**src/rtl/msi_cache_ctrl_pkg.sv**
```systemverilog
// rtl/msi_cache_ctrl_pkg.sv - shared types and constants for the MSI cache controller
package msi_cache_ctrl_pkg;

    typedef enum logic [1:0] {
        INVALID  = 2'd0,
        SHARED   = 2'd1,
        MODIFIED = 2'd2
    } blk_state_t;

    typedef logic [3:0] ctrl_state_t;

    localparam ctrl_state_t S_IDLE  = 4'd0;
    localparam ctrl_state_t S_CMP   = 4'd1;
    localparam ctrl_state_t S_ARB   = 4'd2;
    localparam ctrl_state_t S_UPG   = 4'd3;
    localparam ctrl_state_t S_WB    = 4'd4;
    localparam ctrl_state_t S_FILL  = 4'd5;
    localparam ctrl_state_t S_WRITE = 4'd6;
    localparam ctrl_state_t S_INV   = 4'd7;
    localparam ctrl_state_t S_DONE  = 4'd8;

    // Victim line address: resident tag over the shared 6-bit index.
    function automatic logic [10:0] victim_line(input logic [4:0] tag, input logic [5:0] index);
        return {tag, index};
    endfunction

endpackage

```
**src/rtl/msi_cache_ctrl_word_merge.sv**
```systemverilog
// rtl/msi_cache_ctrl_word_merge.sv - inserts one 16-bit word into a 64-bit line
module msi_cache_ctrl_word_merge (
    input  logic [63:0] line,
    input  logic [15:0] word,
    input  logic [1:0]  sel,
    output logic [63:0] merged
);

    always_comb begin
        merged = line;
        merged[{sel, 4'b0000} +: 16] = word;
    end

endmodule

```
**src/rtl/msi_cache_ctrl.sv**
```systemverilog
// rtl/msi_cache_ctrl.sv - per-core MSI controller sequencing cache, memory and coherence bus
module msi_cache_ctrl
    import msi_cache_ctrl_pkg::*;
#(
    parameter int MEM_TO = 255
) (
    input  logic        clk,
    input  logic        rst_n,
    input  logic        cpu_rd,
    input  logic        cpu_wr,
    input  logic [12:0] cpu_addr,
    input  logic [15:0] cpu_wdata,
    output logic [15:0] cpu_rdata,
    output logic        cpu_rdy,
    output logic        cpu_err,
    output logic [10:0] c_addr,
    output logic        c_re,
    output logic        c_we,
    output logic [1:0]  c_wstate,
    output logic [63:0] c_wdata,
    input  logic        c_hit,
    input  logic        c_dirty,
    input  logic [1:0]  c_rstate,
    input  logic [63:0] c_rdata,
    input  logic [4:0]  c_tag,
    output logic        mem_re,
    output logic        mem_we,
    output logic [10:0] mem_addr,
    output logic [63:0] mem_wdata,
    input  logic [63:0] mem_rdata,
    input  logic        mem_rdy,
    output logic        bus_req,
    input  logic        bus_gnt,
    output logic        inv_out,
    output logic [10:0] inv_addr
);

    localparam int CW = $clog2(MEM_TO + 1);
    localparam logic [CW-1:0] TO_LAST = CW'(MEM_TO - 1);

    ctrl_state_t   state, state_d, arb_next_q;
    logic [10:0]   line_q;
    logic [1:0]    wsel_q;
    logic [15:0]   wdata_q;
    logic          is_wr_q;
    logic [63:0]   buf_q;
    logic [4:0]    tag_q;
    logic          bus_req_q;
    logic          err_q;
    logic [CW-1:0] cnt_q;
    logic          mem_state;
    logic          timeout;
    logic [63:0]   merge_in;
    logic [63:0]   merged;

    assign mem_state = (state == S_WB) || (state == S_FILL);
    assign timeout   = mem_state && !mem_rdy && (cnt_q == TO_LAST);
    assign merge_in  = (state == S_FILL) ? mem_rdata : buf_q;

    msi_cache_ctrl_word_merge u_merge (
        .line   (merge_in),
        .word   (wdata_q),
        .sel    (wsel_q),
        .merged (merged)
    );

    always_comb begin
        state_d = state;
        case (state)
            S_IDLE:  if (cpu_rd || cpu_wr) state_d = S_CMP;
            S_CMP: begin
                if (c_hit && !is_wr_q)               state_d = S_DONE;
                else if (c_hit && c_rstate == MODIFIED) state_d = S_WRITE;
                else                                 state_d = S_ARB;
            end
            S_ARB:   if (bus_gnt) state_d = arb_next_q;
            S_UPG:   state_d = S_WRITE;
            S_WB:    if (mem_rdy) state_d = S_FILL; else if (timeout) state_d = S_DONE;
            S_FILL:  if (mem_rdy) state_d = is_wr_q ? S_INV : S_DONE;
                     else if (timeout) state_d = S_DONE;
            S_WRITE: state_d = S_DONE;
            S_INV:   state_d = S_DONE;
            S_DONE:  state_d = S_IDLE;
            default: state_d = S_IDLE;
        endcase
    end

    always_ff @(posedge clk or negedge rst_n) begin
        if (!rst_n) begin
            state      <= S_IDLE;
            arb_next_q <= S_IDLE;
            line_q     <= '0;
            wsel_q     <= '0;
            wdata_q    <= '0;
            is_wr_q    <= 1'b0;
            buf_q      <= '0;
            tag_q      <= '0;
            bus_req_q  <= 1'b0;
            err_q      <= 1'b0;
            cnt_q      <= '0;
        end else begin
            state <= state_d;
            cnt_q <= (state_d != state) ? '0 : (mem_state ? cnt_q + CW'(1) : cnt_q);
            if (state == S_IDLE && (cpu_rd || cpu_wr)) begin
                line_q  <= cpu_addr[12:2];
                wsel_q  <= cpu_addr[1:0];
                wdata_q <= cpu_wdata;
                is_wr_q <= cpu_wr;
                err_q   <= 1'b0;
            end
            if (state == S_CMP) begin
                buf_q      <= c_rdata;
                tag_q      <= c_tag;
                arb_next_q <= c_hit ? S_UPG : (c_dirty ? S_WB : S_FILL);
                if (state_d == S_ARB) bus_req_q <= 1'b1;
            end
            if (state == S_FILL && mem_rdy) buf_q <= mem_rdata;
            if (timeout) err_q <= 1'b1;
            if (state == S_DONE) bus_req_q <= 1'b0;
        end
    end

    // Cache write on fill is qualified by the single-cycle mem_rdy pulse.
    always_comb begin
        c_we     = 1'b0;
        c_wstate = INVALID;
        c_wdata  = '0;
        if (state == S_WRITE) begin
            c_we     = 1'b1;
            c_wstate = MODIFIED;
            c_wdata  = merged;
        end else if (state == S_FILL && mem_rdy) begin
            c_we     = 1'b1;
            c_wstate = is_wr_q ? MODIFIED : SHARED;
            c_wdata  = is_wr_q ? merged : mem_rdata;
        end
    end

    assign c_addr    = line_q;
    assign c_re      = (state == S_CMP);
    assign mem_re    = (state == S_FILL);
    assign mem_we    = (state == S_WB);
    assign mem_addr  = (state == S_WB) ? victim_line(tag_q, line_q[5:0])
                     : (state == S_FILL) ? line_q : 11'd0;
    assign mem_wdata = (state == S_WB) ? buf_q : 64'd0;
    assign inv_out   = (state == S_UPG) || (state == S_INV);
    assign inv_addr  = inv_out ? line_q : 11'd0;
    assign bus_req   = bus_req_q;
    assign cpu_rdy   = (state == S_DONE);
    assign cpu_err   = (state == S_DONE) && err_q;
    assign cpu_rdata = (state == S_DONE && !is_wr_q && !err_q) ? buf_q[{wsel_q, 4'b0000} +: 16] : 16'd0;

endmodule

```
**config.mk**
```make
export PLATFORM = sky130hd
export DESIGN_NAME = msi_cache_ctrl
export DESIGN_NICKNAME = d
export VERILOG_FILES = /design/src/rtl/msi_cache_ctrl_pkg.sv /design/src/rtl/msi_cache_ctrl_word_merge.sv /design/src/rtl/msi_cache_ctrl.sv
export SDC_FILE = /design/constraint.sdc
export NUM_CORES = 1
export LEC_CHECK = 0
export ABC_AREA = 1
export ABC_CLOCK_PERIOD_IN_PS = 5070
export CORE_UTILIZATION = 25
export DETAILED_ROUTE_END_ITERATION = 8
export PLACE_DENSITY = 0.57
export REMOVE_ABC_BUFFERS = 1
export SLEW_MARGIN = 10
export SYNTH_ARGS = -nofsm -noshare
export SYNTH_HDL_FRONTEND = slang
export SYNTH_SLANG_ARGS = --single-unit
```
**constraint.sdc**
```tcl
create_clock -name clk -period 5.07 [get_ports clk]
set_input_delay 1.014 -clock clk [delete_from_list [all_inputs] [get_ports clk]]
set_output_delay 1.014 -clock clk [all_outputs]
set_load 0.05 [all_outputs]
```
==> results.cfg, run 1 <==
[placed_design]
placed_area_sq_um = 13200
gp_congestion = 0.924
portBuffers = 358
place_ws_ns = 0.971
dp_hpwl_mm = 29.5

[power]
intPower_mw = 3.77
power.density_nw_per_um2 = 571
swShare = 0.523
power_mw = 7.89
ir_worst_vdd_uv = 281
combPwrFrac = 0.629
power.leakage_nw = 6.33
p_seq_frac = 0.207
p_sw_mw = 4.13
p_clk_frac = 0.163

[cts]
clk_latency_ns = 0.42
cts_tree = yes
root_buffer = clkbuf_16
hold_buffers = 0
cts_buffer_depth = 2
ctsResizeCount = 0
htreeDepth = 4
cts.sink_count = 116
cts.clk_slew.worst_paths_ns = 0.06
cts_buffers = 17
cts_setup_buffers = 0

[drt]
routed_wirelength_mm = 42.1
drc = 0
dr.pass1.iters = 5
vias = 10672
antenna_left = 0
wl_per_cell_um = 19.4
via_per_inst = 4.92
drt_iter0_markers = 796

[setup_path]
crit_end = c_wdata[60]
r2r_end = buf_q[59]$_DFFE_PN0P_
crit_top_cell = inv_1
r2r_slack_ns = 2.49
cpPeakStageDelay_ns = 0.66
crit_path_start_kind = flip-flop
worstPathArrival_ns = 3.37
required_ns = 4.06
critPathBufInv = 4
timing.rr.start = state[1]$_DFF_PN0_
reg2regPathDepth = 8
worstSetupPathDepth = 8
worstPathCellList = ha_1 > clkinv_1 > nor2_1 > inv_1 > o21ai_0 > o22ai_1 > inv_1 > buf_12
slowest_stage = clkinv_1
cp-end-kind = output pin
crit_fanout = 19
crit_start = wsel_q[0]$_DFFE_PN0P_
crit_family = buffers and inverters
path_class = reg2out

[logic_synthesis]
synthesis.area_sq_um = 8640
syn_inst = 1401
ys_seq_area_frac = 0.336
synth_top_area_frac = 0.336
synth_cell_types = 32
synth_area_leader_cell = dfrtp_1
avgSynthCellArea_sq_um = 6.17
ys_ff_latch = 116
synth_area_leaders = dfrtp_1, nand2_1, o21ai_0, inv_1, nor2_1
ys_warn_count = 0

[sta]
min_period_ns = 4.39
fmax_mhz = 228
rsz0062_at_grt = no
fin_worst_skew_ns = 0.0173
period_share = 0.865
final-setup-viol-count = 0
hold_violations = 0
relSlewSlack = 0.246
whs_ns = 0.486
worst_slack_ns = 0.683
worst-slew-pin-transition_ns = 1.13
drv_slew = 0

[worst_hold_path]
min_delay_path_depth = 2
min_path_type = reg2reg

[final_layout]
fin_nets = 1888
fin_area_sq_um = 13800
layout_commonest_cell = nand2_1
final_cell_mix = nand2_1, clkdlybuf4s50_1, o21ai_0
drive_gt1_frac = 0.0814
area_growth_pct = 60.2

[floorplan]
num_rows = 67
io_pins = 359
core_sq_um = 33800
start_util = 0.256
die_w_um = 188
die_area_sq_um = 35300
die_y_um = 188

[flow_run]
drv_cap = 0

[global_route]
grt_pass1_vias = 10484
grt_pass1_wl_mm = 63.2
grt_util_all_layers = 0.235
grt_max_degree = 93
overflow = 0
antenna_found_initial = 2

[run_status]
status = completed
-- cell usage after synthesis --
library cell	count
dfrtp_1	116
clkbuf_1	52
nand2_2	2
buf_2	30
nor4_1	1
clkinv_1	4
a21oi_1	28
inv_4	1
nand2_1	348
or2_2	1
a22o_1	4
o21ai_0	260
nor3_2	1
o22ai_1	64
o21a_1	1
xor2_1	5
buf_4	5
nand4_1	3
inv_1	190
nand3_2	1
buf_1	5
o21ai_1	52
o211ai_1	1
buf_6	1
nand3b_1	1
a221oi_1	15
inv_2	4
nor2_2	5
ha_1	7
nor2_1	179
nand3_1	12
xnor2_1	2
-- registers in the layout (all words and copies together) (netlist names) --
| name | flops |
|---|---|
| c_addr | 11 |
| wsel_q | 2 |
| wdata_q | 16 |
| buf_q | 64 |
| bus_req | 1 |
| tag_q | 5 |
| is_wr_q | 1 |
| err_q | 1 |
| arb_next_q | 3 |
| state | 4 |
| cnt_q | 8 |
-- power by group through the flow --
| stage | clock (mW) | sequential, mW | combinational [mW] |
|---|---|---|---|
| after floorplan | 0 | 1.74 | 2.77 |
| after global placement | 0 | 1.64 | 4.95 |
| after detailed placement | 0 | 1.65 | 4.97 |
| after CTS | 1.31 | 1.64 | 4.98 |
| after global routing | 1.35 | 1.69 | 5.39 |
| final | 1.29 | 1.64 | 4.97 |
-- routing by layer --
metal  vias up  part of all wire  track usage
li1       5119                 -            -
met1      5005              0.42        0.293
met2       487              0.47        0.396
met3        59             0.080       0.0563
met4         2             0.026       0.0791
met5         -           0.00031            0
-- worst reg2reg max path, cell delays in order (launching register included) --
cell and delay (ns):
dfrtp_1 0.50, nor2_2 0.10, nand2_2 0.31, nor2_2 0.09, inv_2 0.43, nand2_4 0.41
buf_12 0.34, nand2_1 0.17, o21ai_0 0.10
-- how the worst min path moves through the flow --
stage	startpoint	end	slack, ns
3_5_place_dp	tag_q[0]$_DFFE_PN0P_	tag_q[0]$_DFFE_PN0P_	0.47
4_1_cts	tag_q[0]$_DFFE_PN0P_	tag_q[0]$_DFFE_PN0P_	0.49
3_3_place_gp	tag_q[0]$_DFFE_PN0P_	tag_q[0]$_DFFE_PN0P_	0.47
2_1_floorplan	tag_q[0]$_DFFE_PN0P_	tag_q[0]$_DFFE_PN0P_	0.45
5_1_grt	tag_q[0]$_DFFE_PN0P_	tag_q[0]$_DFFE_PN0P_	0.50
6_report	tag_q[0]$_DFFE_PN0P_	tag_q[0]$_DFFE_PN0P_	0.49
-- metrics by stage --
step	TNS [ns]	utilization	instances
finish	0	0.410	2169
global route	0	0.410	2169
CTS	0	0.409	2168
detailed placement	0	0.392	2138
global placement	0	0.392	2138
floorplan	-155.24	-	1308
-- logic make-up (layout without fill, tap and decap cells) --
family,Yosys count,after routing,share of synthesized area
compound gates,425,425,0.264
fa+ha+maj,7,7,0.0101
xor+xnor,7,7,0.00710
other cells,0,1,0
flops,116,116,0.336
buf+inv,292,611,0.135
simple gates,554,554,0.248
-- layout make-up --
cell class,instances,area [sq um]
Antenna cell,1,2.50
Clock inverter,10,159
Multi-Input combinational cell,993,4600
Fill cell,3507,19900
Clock buffer,20,437
Timing Repair Buffer,382,4420
Inverter,199,752
Tap cell,448,561
Sequential cell,116,2900
No activity file was read; power rests on OpenSTA's default activity.
==> run 2, diff against run 1 <==
Settings changed: GPL_ROUTABILITY_DRIVEN from default to 0.
==> run 2 against run 1 <==
Compared with the run above:
- power down 1.2%
- clock skew is 0.0061 ns lower
- first-iteration DRC count is 2.0% lower
- register-to-register slack got worse by 0.04 ns
- combinational power hardly changed
- cell area barely moved
- clock power decreased by 8%
- die area unchanged
- utilization about the same
- non-clock buffer count up 4
- critical endpoint unchanged
- largest cell class unchanged
==> results.cfg, run 2 (same netlist as run 1, synthesis figures left out) <==
[run_status]
status = completed

[cts]
cts_setup_buffers = 0
hold_buffers = 0
htreeDepth = 4
ctsResizeCount = 0
cts_buffers = 17
root_buffer = clkbuf_16
clk_latency_ns = 0.41
cts_buffer_depth = 2
cts_tree = yes
cts.clk_slew.worst_paths_ns = 0.06
cts.sink_count = 116

[drt]
antenna_left = 0
drc = 0
via_per_inst = 4.96
vias = 10768
dr.pass1.iters = 5
drt_iter0_markers = 780
wl_per_cell_um = 19.3
routed_wirelength_mm = 41.9

[setup_path]
crit_path_start_kind = flip-flop
cp-end-kind = output pin
reg2regPathDepth = 11
r2r_end = cnt_q[7]$_DFFE_PN0P_
path_class = reg2out
crit_end = c_wdata[60]
required_ns = 4.06
crit_fanout = 25
timing.rr.start = state[3]$_DFF_PN0_
crit_start = wsel_q[0]$_DFFE_PN0P_
r2r_slack_ns = 2.45
worstPathArrival_ns = 3.65

[global_route]
overflow = 0
antenna_found_initial = 0
grt.met3_usage = 0.0507
gr-usage-met1 = 0.297
grt_max_degree = 84
grt.met2_usage = 0.397
top_usage_layer = met2
grt_util_all_layers = 0.235
grt_pass1_vias = 10814
grt_pass1_wl_mm = 63.5

[final_layout]
drive_gt1_frac = 0.0841
fin_nets = 1892
multi_input_area_sq_um = 4600
final_core_util = 0.409
seq_area_sq_um = 2900
diodes = 0
fillCellCount = 3551
largest-register = buf_q
area_growth_pct = 60.0
largest_reg_flops = 64
layout_commonest_cell = nand2_1
final_cell_mix = nand2_1, clkdlybuf4s50_1, o21ai_0

[sta]
rsz0062_at_grt = no
finalSetupTns_ns = 0
hold_violations = 0
period_share = 0.920
whs_ns = 0.486
fmax_mhz = 214
fin_worst_skew_ns = 0.0112
min_period_ns = 4.66
final-setup-viol-count = 0
worst-slew-pin-transition_ns = 1.11
drv_slew = 0
worst_slack_ns = 0.407
relSlewSlack = 0.257

[power]
power.density_nw_per_um2 = 564
power.leakage_nw = 6.32
ir_worst_vdd_uv = 358

[floorplan]
num_rows = 67
core_sq_um = 33800
start_util = 0.256
die_area_sq_um = 35300
die_y_um = 188
io_pins = 359
die_w_um = 188

[placed_design]
dp_hpwl_mm = 29.3
portBuffers = 358
place_ws_ns = 0.869

[flow_run]
drv_cap = 0

[worst_hold_path]
min_path_type = reg2reg
min_delay_path_depth = 2
==> run 2: cell types whose count changed in the layout (fill, tap and decap cells not counted), sizes merged <==
cell / before / now
buf: 92 / 96
diode: 1 / 0
clkinvlp: 2 / 4
bufinv: 4 / 2
==> run 2: power breakdown <==
group | switching (mW) | total [mW] | internal, mW
sequential | 0.247 | 1.61 | 1.36
clock | 0.461 | 1.19 | 0.727
combinational | 3.40 | 5.00 | 1.60
total | 4.11 | 7.80 | 3.69
==> run 2: layer usage <==
metal	share of wire	up-vias	wire length (um)
met5	0	-	0
met1	0.43	5046	18000
met3	0.075	76	3130
met2	0.47	524	19700
li1	-	5122	-
met4	0.027	0	1120
==> run 2: per-stage QoR <==
step           instance area, sq um  std cells  power [mW]
2_1_floorplan                  8230       1308        4.51
3_3_place_gp                  13300       2142        6.55
3_5_place_dp                  13300       2142        6.61
4_1_cts                       13800       2172        7.83
5_1_grt                       13800       2172        8.34
6_report                      13800       2172        7.80
==> run 2: layout make-up <==
type / instances / share of cell area
Clock buffer: 20 / 0.0323
Multi-Input combinational cell: 993 / 0.333
Inverter: 199 / 0.0544
Timing Repair Buffer: 386 / 0.322
Sequential cell: 116 / 0.210
Clock inverter: 10 / 0.00797
Tap cell: 448 / 0.0406
==> run 2: worst min path at each step <==
stage / from / endpoint
5_1_grt: tag_q[0]$_DFFE_PN0P_ / tag_q[0]$_DFFE_PN0P_
3_5_place_dp: tag_q[2]$_DFFE_PN0P_ / tag_q[2]$_DFFE_PN0P_
4_1_cts: tag_q[0]$_DFFE_PN0P_ / tag_q[0]$_DFFE_PN0P_
6_report: tag_q[0]$_DFFE_PN0P_ / tag_q[0]$_DFFE_PN0P_
2_1_floorplan: tag_q[0]$_DFFE_PN0P_ / tag_q[0]$_DFFE_PN0P_
3_3_place_gp: tag_q[0]$_DFFE_PN0P_ / tag_q[0]$_DFFE_PN0P_
==> run 2: worst max-delay path, stage by stage, from the launching register on <==
cell	delay (ns)
dfrtp_2	0.36
buf_4	0.28
ha_1	0.20
clkinv_1	0.76
nor2_1	0.39
inv_1	0.37
o21ai_0	0.45
o22ai_1	0.13
inv_1	0.15
buf_12	0.14
==> run 3, diff against run 2 <==
Settings changed: ABC_CLOCK_PERIOD_IN_PS 5070 to 4600, CTS_CLUSTER_SIZE from default to 20, TNS_END_PERCENT from default to 30.
Clock period 5.07 ns to 4.6 ns, I/O delays scaled along.
==> run 3 against run 2 <==
Compared with the run above:
- wire length increased by 1.9%
- critical path depth decreased by 2
- count of clock-buffer cells in the layout decreased by 2
- utilization increased by 0.22 points
- worst hold slack improved by 0.0016 ns
- sequential power increased by 9%
- sequential share of layout area decreased by 0.11 points
- cell count increased by 0.18%
- combinational power increased by 12%
- critical endpoint is now mem_wdata[12]
==> results.cfg, run 3 (same netlist as run 1, synthesis figures left out) <==
[placed_design]
placed_area_sq_um = 13300
dp_hpwl_mm = 30.4
place_ws_ns = 0.805
dp.cells = 2144
portBuffers = 358

[setup_path]
r2r_slack_ns = 2.00
required_ns = 3.68
worstPathArrival_ns = 3.23
cp-end-kind = output pin
reg2regPathDepth = 9
crit_path_start_kind = flip-flop
path_class = reg2out
timing.rr.start = state[2]$_DFF_PN0_
r2r_end = buf_q[40]$_DFFE_PN0P_
crit_fanout = 22

[sta]
worst_slack_ns = 0.448
fmax_mhz = 241
fin_worst_skew_ns = 0.0101
finalSetupTns_ns = 0
min_period_ns = 4.15
period_share = 0.903
rsz0062_at_grt = no
worst-slew-pin-transition_ns = 0.988
final-setup-viol-count = 0
whs_ns = 0.487
hold_violations = 0
drv_slew = 0
relSlewSlack = 0.340

[final_layout]
largest-register = buf_q
final_core_util = 0.411
fin_nets = 1894
diodes = 0
largest_reg_flops = 64
final_cell_mix = nand2_1, clkdlybuf4s50_1, o21ai_0
finalNonFillerCells = 2176
fin_area_sq_um = 13900
drive_gt1_frac = 0.0961
layout_commonest_cell = nand2_1
area_growth_pct = 60.9

[drt]
drc = 0
drt_iter0_markers = 695
dr.pass1.iters = 5
routed_wirelength_mm = 42.7
antenna_left = 0
vias = 10746
wl_per_cell_um = 19.6
via_per_inst = 4.94

[power]
power.density_nw_per_um2 = 630
ir_worst_vdd_uv = 445
power_mw = 8.76
power.leakage_nw = 6.40

[run_status]
status = completed

[floorplan]
die_area_sq_um = 35300
start_util = 0.256
die_w_um = 188
num_rows = 67
core_sq_um = 33800
die_y_um = 188
io_pins = 359

[worst_hold_path]
whs_endpoint = tag_q[0]$_DFFE_PN0P_
min_delay_path_depth = 2
min_path_type = reg2reg
min_from = tag_q[0]$_DFFE_PN0P_

[cts]
cts_tree = yes
hold_buffers = 0
root_buffer = clkbuf_16
cts_setup_buffers = 0
cts_buffer_depth = 2
clk_latency_ns = 0.42
cts_buffers = 17
htreeDepth = 4
cts.sink_count = 116
cts.clk_slew.worst_paths_ns = 0.06
ctsResizeCount = 0

[global_route]
grt_max_degree = 117
antenna_found_initial = 0
overflow = 0
grt_pass1_wl_mm = 64.2
grt_util_all_layers = 0.240
grt_pass1_vias = 10687

[flow_run]
drv_cap = 0
[run 3: metal layers]
| metal | up-vias | track usage | wire [um] |
|---|---|---|---|
| li1 | 5131 | - | - |
| met1 | 5056 | 0.304 | 18300 |
| met2 | 497 | 0.399 | 20000 |
| met3 | 62 | 0.0580 | 3390 |
| met4 | 0 | 0.0747 | 1010 |
| met5 | - | 0 | 0 |
[run 3: critical path, stage by stage (launching register included)]
cell and delay [ns]:
dfrtp_1 0.41, inv_1 0.15, nand2_1 0.16, nor2_2 0.35
inv_2 0.28, buf_4 0.31, nor2_1 0.28, clkdlybuf4s50_1 0.86
[run 3: where the power goes]
part / internal, mW / switching [mW] / total [mW] / leakage, nW
sequential: 1.50 / 0.260 / 1.76 / 1.43
combinational: 1.78 / 3.80 / 5.58 / 4.68
clock: 0.872 / 0.549 / 1.42 / 0.286
total: 4.15 / 4.61 / 8.76 / 6.40
[run 3: worst max path at each step]
stage | start | endpoint
2_1_floorplan | mem_rdy | c_wdata[0]
3_3_place_gp | mem_rdy | c_wdata[59]
3_5_place_dp | mem_rdy | c_wdata[59]
4_1_cts | state[3]$_DFF_PN0_ | mem_wdata[12]
5_1_grt | state[3]$_DFF_PN0_ | mem_wdata[12]
6_report | state[3]$_DFF_PN0_ | mem_wdata[12]
[run 3: final cells by class]
class	count	area (sq um)
fillers	3525	19900
multi-input cells	993	4600
repair buffers	388	4470
flip-flops and latches	116	2900
inverters	199	752
well taps	448	561
clock buffers	18	439
clock inverters	14	176
